### config.mk
export PLATFORM = sky130hd
export DESIGN_NAME = uart_tx_arbiter
export DESIGN_NICKNAME = d
export VERILOG_FILES = /design/src/rtl/uart_tx_arbiter.sv
export SDC_FILE = /design/constraint.sdc
export NUM_CORES = 1
export LEC_CHECK = 0
export ABC_AREA = 1
export ABC_CLOCK_PERIOD_IN_PS = 2700
export CORE_ASPECT_RATIO = 0.9
export CORE_MARGIN = 2
export CORE_UTILIZATION = 35
export DETAILED_ROUTE_END_ITERATION = 8
export GPL_ROUTABILITY_DRIVEN = 0
export PLACE_DENSITY = 0.69
export SYNTH_ARGS = -nofsm -noshare
export SYNTH_HDL_FRONTEND = slang
export SYNTH_SLANG_ARGS = --single-unit
export TNS_END_PERCENT = 50
### constraint.sdc
create_clock -name clk -period 2.7 [get_ports clk]
set_input_delay 0.54 -clock clk [delete_from_list [all_inputs] [get_ports clk]]
set_output_delay 0.54 -clock clk [all_outputs]
set_load 0.005 [all_outputs]
### src/rtl/uart_tx_arbiter.sv
// Round-robin arbiter that shares one UART transmitter among N_REQ byte producers.
// One frame in flight at a time; a frame ends on tx_stop or on a WAIT timeout.
module uart_tx_arbiter #(
    parameter  int N_REQ   = 4,
    parameter  int TIMEOUT = 65535,
    localparam int IDW     = $clog2(N_REQ),
    localparam int TW      = $clog2(TIMEOUT + 1)
) (
    input  logic                 clk,
    input  logic                 rst,
    input  logic [N_REQ-1:0]     req,
    input  logic [8*N_REQ-1:0]   req_data,
    output logic [N_REQ-1:0]     gnt,
    output logic [7:0]           tx_data,
    output logic                 load,
    input  logic                 tx_stop,
    output logic                 busy,
    output logic [IDW-1:0]       grant_id,
    output logic                 timeout_err
);

    typedef enum logic [0:0] {
        ST_IDLE = 1'b0,
        ST_WAIT = 1'b1
    } state_t;

    localparam logic [TW-1:0] TIMEOUT_M1 = TW'(TIMEOUT - 1);
    localparam logic [TW-1:0] TIMER_MAX  = {TW{1'b1}};

    state_t             state_r;
    logic [N_REQ-1:0]   gnt_r;
    logic [7:0]         tx_data_r;
    logic               load_r;
    logic               busy_r;
    logic [IDW-1:0]     grant_id_r;
    logic               timeout_err_r;
    logic [IDW-1:0]     ptr_r;
    logic [TW-1:0]      timer_r;

    logic               any_req_s;
    logic [IDW-1:0]     winner_s;
    logic [IDW-1:0]     ptr_next_s;
    logic [7:0]         win_data_s;

    // First set request bit scanning upward from p with wrap-around.
    function automatic logic [IDW-1:0] rr_pick(input logic [N_REQ-1:0] r,
                                               input logic [IDW-1:0]   p);
        logic [IDW-1:0] w;
        logic           f;
        logic [IDW:0]   idx;
        w = '0;
        f = 1'b0;
        for (int i = 0; i < N_REQ; i++) begin
            idx = {1'b0, p} + (IDW+1)'(i);
            if (idx >= (IDW+1)'(N_REQ)) begin
                idx = idx - (IDW+1)'(N_REQ);
            end else begin
                idx = idx;
            end
            if (!f && r[idx[IDW-1:0]]) begin
                w = idx[IDW-1:0];
                f = 1'b1;
            end else begin
                w = w;
            end
        end
        return w;
    endfunction

    assign any_req_s  = |req;
    assign winner_s   = rr_pick(req, ptr_r);
    assign ptr_next_s = (winner_s == IDW'(N_REQ - 1)) ? '0 : winner_s + IDW'(1);

    // Byte of the winning requester.
    always_comb begin
        win_data_s = 8'h00;
        for (int i = 0; i < N_REQ; i++) begin
            if (winner_s == IDW'(i)) begin
                win_data_s = req_data[8*i +: 8];
            end else begin
                win_data_s = win_data_s;
            end
        end
    end

    // Arbitration FSM with registered strobes, byte hold and frame timer.
    always_ff @(posedge clk) begin
        if (rst) begin
            state_r       <= ST_IDLE;
            gnt_r         <= '0;
            tx_data_r     <= 8'h00;
            load_r        <= 1'b0;
            busy_r        <= 1'b0;
            grant_id_r    <= '0;
            timeout_err_r <= 1'b0;
            ptr_r         <= '0;
            timer_r       <= '0;
        end else begin
            case (state_r)
                ST_IDLE: begin
                    if (any_req_s) begin
                        tx_data_r  <= win_data_s;
                        gnt_r      <= N_REQ'(1) << winner_s;
                        load_r     <= 1'b1;
                        busy_r     <= 1'b1;
                        grant_id_r <= winner_s;
                        ptr_r      <= ptr_next_s;
                        timer_r    <= '0;
                        state_r    <= ST_WAIT;
                    end else begin
                        gnt_r  <= '0;
                        load_r <= 1'b0;
                    end
                end
                ST_WAIT: begin
                    gnt_r  <= '0;
                    load_r <= 1'b0;
                    // load_r high marks the first WAIT cycle, where tx_stop belongs to the previous frame.
                    if (tx_stop && !load_r) begin
                        state_r <= ST_IDLE;
                        busy_r  <= 1'b0;
                    end else if (timer_r == TIMEOUT_M1) begin
                        timeout_err_r <= 1'b1;
                        state_r       <= ST_IDLE;
                        busy_r        <= 1'b0;
                    end else if (timer_r != TIMER_MAX) begin
                        timer_r <= timer_r + TW'(1);
                    end else begin
                        timer_r <= timer_r;
                    end
                end
                default: begin
                    state_r <= ST_IDLE;
                    gnt_r   <= '0;
                    load_r  <= 1'b0;
                    busy_r  <= 1'b0;
                end
            endcase
        end
    end

    assign gnt         = gnt_r;
    assign tx_data     = tx_data_r;
    assign load        = load_r;
    assign busy        = busy_r;
    assign grant_id    = grant_id_r;
    assign timeout_err = timeout_err_r;

endmodule
* Word level (Yosys, flattened, before mapping) *
Cells that the tools add are included.

operators by class
  $add $sub $neg = 9
  magnitude comparators = 8
  equality and inequality tests = 10
  shift operators = 1
  muxes and demuxes = 40
  bitwise gates (word level) = 2
  reductions and logical operators = 14

operator list
  kind                                                                           number
  16-bit two-way mux                                                             4
  8-bit two-way mux                                                              4
  16-bit case mux with 2 select lines                                            1
  2-bit two-way mux                                                              9
  16-bit by 1-bit adder with 16-bit output (second input constant)               1
  16-bit equality test (second input constant)                                   1
  16-bit inequality test (second input constant)                                 1
  1-bit two-way mux                                                              13
  2-bit by 3-bit less-than comparator with 1-bit output (second input constant)  4
  3-bit greater-or-equal comparator (second input constant)                      3
  1-bit binary-select mux with 2-bit select                                      4
  4-bit case mux with 2 select lines                                             1
  2-bit by 1-bit subtractor with 2-bit output (second input constant)            4
  2-bit by 2-bit adder with 3-bit output (second input constant)                 2
  2-bit inequality test (second input constant)                                  3
  1-bit case mux with 2 select lines                                             3
  2-bit equality test (second input constant)                                    2
  1-bit logical AND                                                              4
  1-bit logical NOT                                                              4
  4-bit two-way mux                                                              1
  2-bit AND reduction                                                            2
  4-bit AND reduction                                                            1
  4-bit OR reduction                                                             1
  1-bit by 2-bit left shift with 4-bit output (first input constant)             1
  9 further kinds                                                                10

word-level totals
  register bits after elaboration = 36
  input bits = 39
  output and inout port bits = 17
  logic and storage cells = 93

* Logic depth before layout (Yosys ltp) *
  depth after elaboration = 19
  depth in mapped cells = 19
  depth with buffers taken out = 18

* Worst setup path before layout *
OpenSTA, ideal clock, no wires.

  path kind = input-to-reg
  start point = input req[1]
  end point = register tx_data_r[0] (netlist: tx_data[0])
  setup time = 0.120 ns
  data arrival time = 2.209 ns
  required time = 2.580 ns
  setup slack = 0.371 ns
  stages on the path = 17
  buffers on the path = 1
  cell sequence = inv_1 -> o21ai_0 -> nand2_1 -> nand2_2 -> nor2_4 -> nand3b_1 -> nand3_1 -> inv_1 -> ha_1 -> clkbuf_1 -> inv_1 -> nand3_1 -> nand2_1 -> o21ai_0 -> nand2_1 -> o211ai_1 -> nand2_1

on the way
  word-level cells in the longest chain between the ends = 17
  elaborated cells on any way between the ends = 31
  those cells by class = eq/ne (3); mux (19); reduce/logical (9)

ends and longest elaborated chain
  element                                    RTL line  source
  start, declared                            11        input logic [N_REQ-1:0] req,
  1-bit binary-select mux with 2-bit select  60        if (!f && r[idx[IDW-1:0]]) begin
  1-bit two-way mux (implied by the code)    60
  1-bit two-way mux                          60
  1-bit logical NOT                          60
  1-bit logical AND                          60
  1-bit two-way mux                          60
  1-bit logical NOT                          60
  1-bit logical AND                          60
  1-bit two-way mux                          60
  1-bit logical NOT                          60
  1-bit logical AND                          60
  2-bit two-way mux (*)                      60
  named net winner_s[1]                      41        logic [IDW-1:0] winner_s;
  2-bit logical NOT                          78        if (winner_s == IDW'(i)) begin
  8-bit two-way mux (3 in a row)             78
  8-bit two-way mux (*)                      78
  end signal, assigned                       102       tx_data_r <= win_data_s;
  end, declared                              32        logic [7:0] tx_data_r;

The timed path passes the listed nets; every way through them passes the cells marked *. The select of a mux whose other input is x is not followed.
A chain may end at the register's enable or synchronous reset.

* Worst setup path in the final report *
  start point = input req[3]
  end point = register tx_data_r[5] (netlist: tx_data[5])

Same word-level chain as after synthesis.

==> qor.txt <==
======================================================================================================
Detailed-route wire length per cell                                                            12.1 µm
Power Density                                                                               863 nW/µm²
Buffer cell driving the clock tree root                                                       clkbuf_8
First-pass GRT wire length                                                                     10.6 mm
DR pass1 iterations                                                                                  4
Peak ir drop on the vdd network                                                               0.576 mV
Setup repair after global routing missed its margin                                              false
Number of slew-limit violations in the final report                                                  0
Global-route congestion overflow total                                                               0
Total negative slack                                                                              0 ns
Starting DRT DRC Count                                                                             130
Via total after detailed routing                                                                 2,482
Number of port buffers                                                                              55
Site Rows                                                                                           27
Critical-path maximum fanout                                                                         8
Endpoint type of the worst setup path                                                             flop
Cell area after technology mapping                                                            2250 µm²
Pleak                                                                                          1.37 nW
Mean number of vias per cell                                                                      4.86
Antenna Cells                                                                                        0
Synth cell types                                                                                    29
Worst r2r dst                                                                               tx_data[5]
Flip-flop and latch count after synthesis                                                           36
Aggregate routed wire length                                                                   6.19 mm
Worst-Margin Slew                                                                             0.387 ns
Insertion delay of the later-clocked pin in the worst-skew pair                                0.28 ns
Net count of the mapped netlist                                                                    398
End of the critical path                                                                    tx_data[5]
TritonCTS clock tree                                                                               yes
Rel. slew slack                                                                                  74.1%
ANT nets after route                                                                                 0
Residual DRC                                                                                         0
Worst slack on hold paths                                                                     0.456 ns
CTS H-tree depth                                                                                     2
Die area                                                                                      7090 µm²
Layout Nets                                                                                        468
Crit path time final                                                                           2.50 ns
Die width                                                                                      88.5 µm
CP cell instances                                                                         clkdlybuf4s50_1 -> nand2_1 -> nand2_1 -> nand2_1 -> nand2_2 -> nand3_1 -> nand2_1 -> nand2_1 -> nand2_2 -> inv_2 -> buf_4 -> ha_2 -> nand3_1 -> nand2_1 -> o21ai_0 -> nand2_1 -> o211ai_1 -> nand2_1
Number of setup violations in the final report                                                       0
Longest individual stage delay on the worst path                                               0.52 ns
Setup slack on the worst flop-to-flop path                                                     0.43 ns
Worst setup path category                                                                 primary input to flop
Clock net sink count                                                                                36
Post-synthesis sequential area ratio                                                             32.0%
Initial antenna violation count                                                                      0
Share of the core filled with cells                                                              51.0%
Maximum number of pins on one net before global-route repair                                        17
Highest achievable clock rate                                                                  401 MHz
DIE HEIGHT                                                                                     80.1 µm
# hold bufs at CTS                                                                                   0
Clock tree skew after final layout                                                          0.00280 ns
Total number of yosys warnings                                                                       0
Total routing resource utilization after global routing                                          18.7%
Gate count after technology mapping                                                                353
Slowest library cell on the worst path                                                    clkdlybuf4s50_1
Starting density of the core                                                                     36.4%
Clock transition at the register clock pins on the worst setup and hold paths after CTS        0.07 ns
Outcome                                                                                   complete, no violations
Via count of the first global-routing pass                                                       2,382
Reg2Reg Depth                                                                                       17
Area inside the core boundary                                                                 6180 µm²
Crit Reg-Reg Startpoint                                                                       ptr_r[1]
Post-DP HPWL                                                                                   4.74 mm
Max-cap violations                                                                                   0
Total clock buffers created by CTS                                                                   5
Clock Tree Buf Depth                                                                                 2
Crit. Startpoint                                                                                req[3]
Fraction of final layout cells sized beyond drive strength 1                                     13.4%
Number of endpoints with negative hold slack in the final report                                     0
Endpoint required time on the critical path                                                    2.88 ns
HP Class                                                                                  flop to flop
Synth Area per Inst                                                                           6.38 µm²
Worst setup SP type                                                                       primary input
CP most frequent cell                                                                          nand2_1
Part of the cycle the worst path needs                                                           92.5%
Area growth from synthesis to final layout                                                       40.2%
Number of I/O pins                                                                                  56
Endpoint arrival time on the critical path                                                     2.67 ns
======================================================================================================
[worst max-delay path: cells and delay by family]
kind / cells / cell delay (ns)
AOI/OAI and AO/OA: 2 / 0.18
adders and majority gates: 1 / 0.21
buffers and inverters: 3 / 0.70
and+or+nand+nor: 12 / 1.06
[synthesized netlist by cell type, drive strengths merged]
cell type,n,area [µm²]
xor2,6,52.6
o22ai,1,6.26
o211ai,8,60.1
clkinv,2,7.51
buf,5,35.0
nand3,30,150
o21ai,19,95.1
nor3,1,5.00
xnor2,1,8.76
clkbuf,5,18.8
nor2,56,238
nand2,111,447
ha,6,75.1
and2,2,12.5
inv,34,128
nand3b,2,15.0
dfxtp,36,721
a21oi,20,126
nand4,8,50.1
[area by class of cell]
type | instances | area [µm²]
Timing Repair Buffer | 73 | 698
Multi-Input combinational cell | 271 | 1370
Clock buffer | 7 | 96.3
Sequential cell | 36 | 721
Inverter | 36 | 135
Fill cell | 606 | 3030
Clock inverter | 1 | 30.0
Tap cell | 87 | 109
[power by group]
| group | internal, mW | total [mW] | switching, mW |
|---|---|---|---|
| logic | 0.723 | 1.53 | 0.805 |
| registers | 0.619 | 0.676 | 0.0568 |
| clock network | 0.326 | 0.519 | 0.193 |
| total | 1.67 | 2.72 | 1.05 |
[cells in the final DEF (no fill, tap or decap), types with 8 or more instances in the layout]
master             n
nand2_1          102
nand3_1           29
buf_4             17
inv_1             29
o211ai_1           8
o21ai_0           12
nor2_1            51
a21oi_1           13
clkdlybuf4s50_1   55
dfxtp_1           36
nand4_1            8
[metrics by stage]
| stage | cell area, µm² | power (mW) | worst slack [ns] | instances |
|---|---|---|---|---|
| after floorplan | 2250 | 1.54 | 0.371 | 353 |
| after global placement | 2990 | 2.08 | -0.220 | 501 |
| after detailed placement | 2990 | 2.10 | -0.220 | 501 |
| after CTS | 3120 | 2.63 | 0.0689 | 509 |
| after global routing | 3160 | 2.97 | 0.00618 | 511 |
| final | 3160 | 2.72 | 0.204 | 511 |
[sequential cells by signal (all words and copies together) (netlist names)]
signal       flops
timeout_err      1
busy             1
tx_data          8
state_r          1
gnt              4
grant_id         2
ptr_r            2
load             1
timer_r         16
[routing by layer]
layer | global-route usage, % | up-vias | routed length (µm)
met2 | 30.9 | 83 | 2780
met1 | 24.2 | 1115 | 2940
met4 | 4.39 | 0 | 73
met5 | 0 | - | 0
li1 | - | 1273 | -
met3 | 5.24 | 11 | 397
[repair_timing]
action                     CTS  global route
setup endpoints to repair    0             8
setup buffers                0             2
resized for setup            0            11
[worst min path at each step]
| stage | from | endpoint | slack, ns | cells after the start |
|---|---|---|---|---|
| 6_report | grant_id[1] | grant_id[1] | 0.46 | 2 |
| 5_1_grt | tx_data[3] | tx_data[3] | 0.48 | 2 |
| 4_1_cts | grant_id[1] | grant_id[1] | 0.46 | 2 |
| 3_5_place_dp | grant_id[1] | grant_id[1] | 0.44 | 2 |
| 3_3_place_gp | tx_data[4] | tx_data[4] | 0.44 | 2 |
| 2_1_floorplan | grant_id[1] | grant_id[1] | 0.45 | 2 |
[logic make-up after synthesis]
| kind of cell | share of synthesized area [%] |
|---|---|
| flops | 32.0 |
| buf+inv | 8.39 |
| simple gates | 40.7 |
| fa+ha+maj | 3.34 |
| compound gates | 12.8 |
| xor+xnor | 2.72 |
Power figures use the tool's default switching activity.
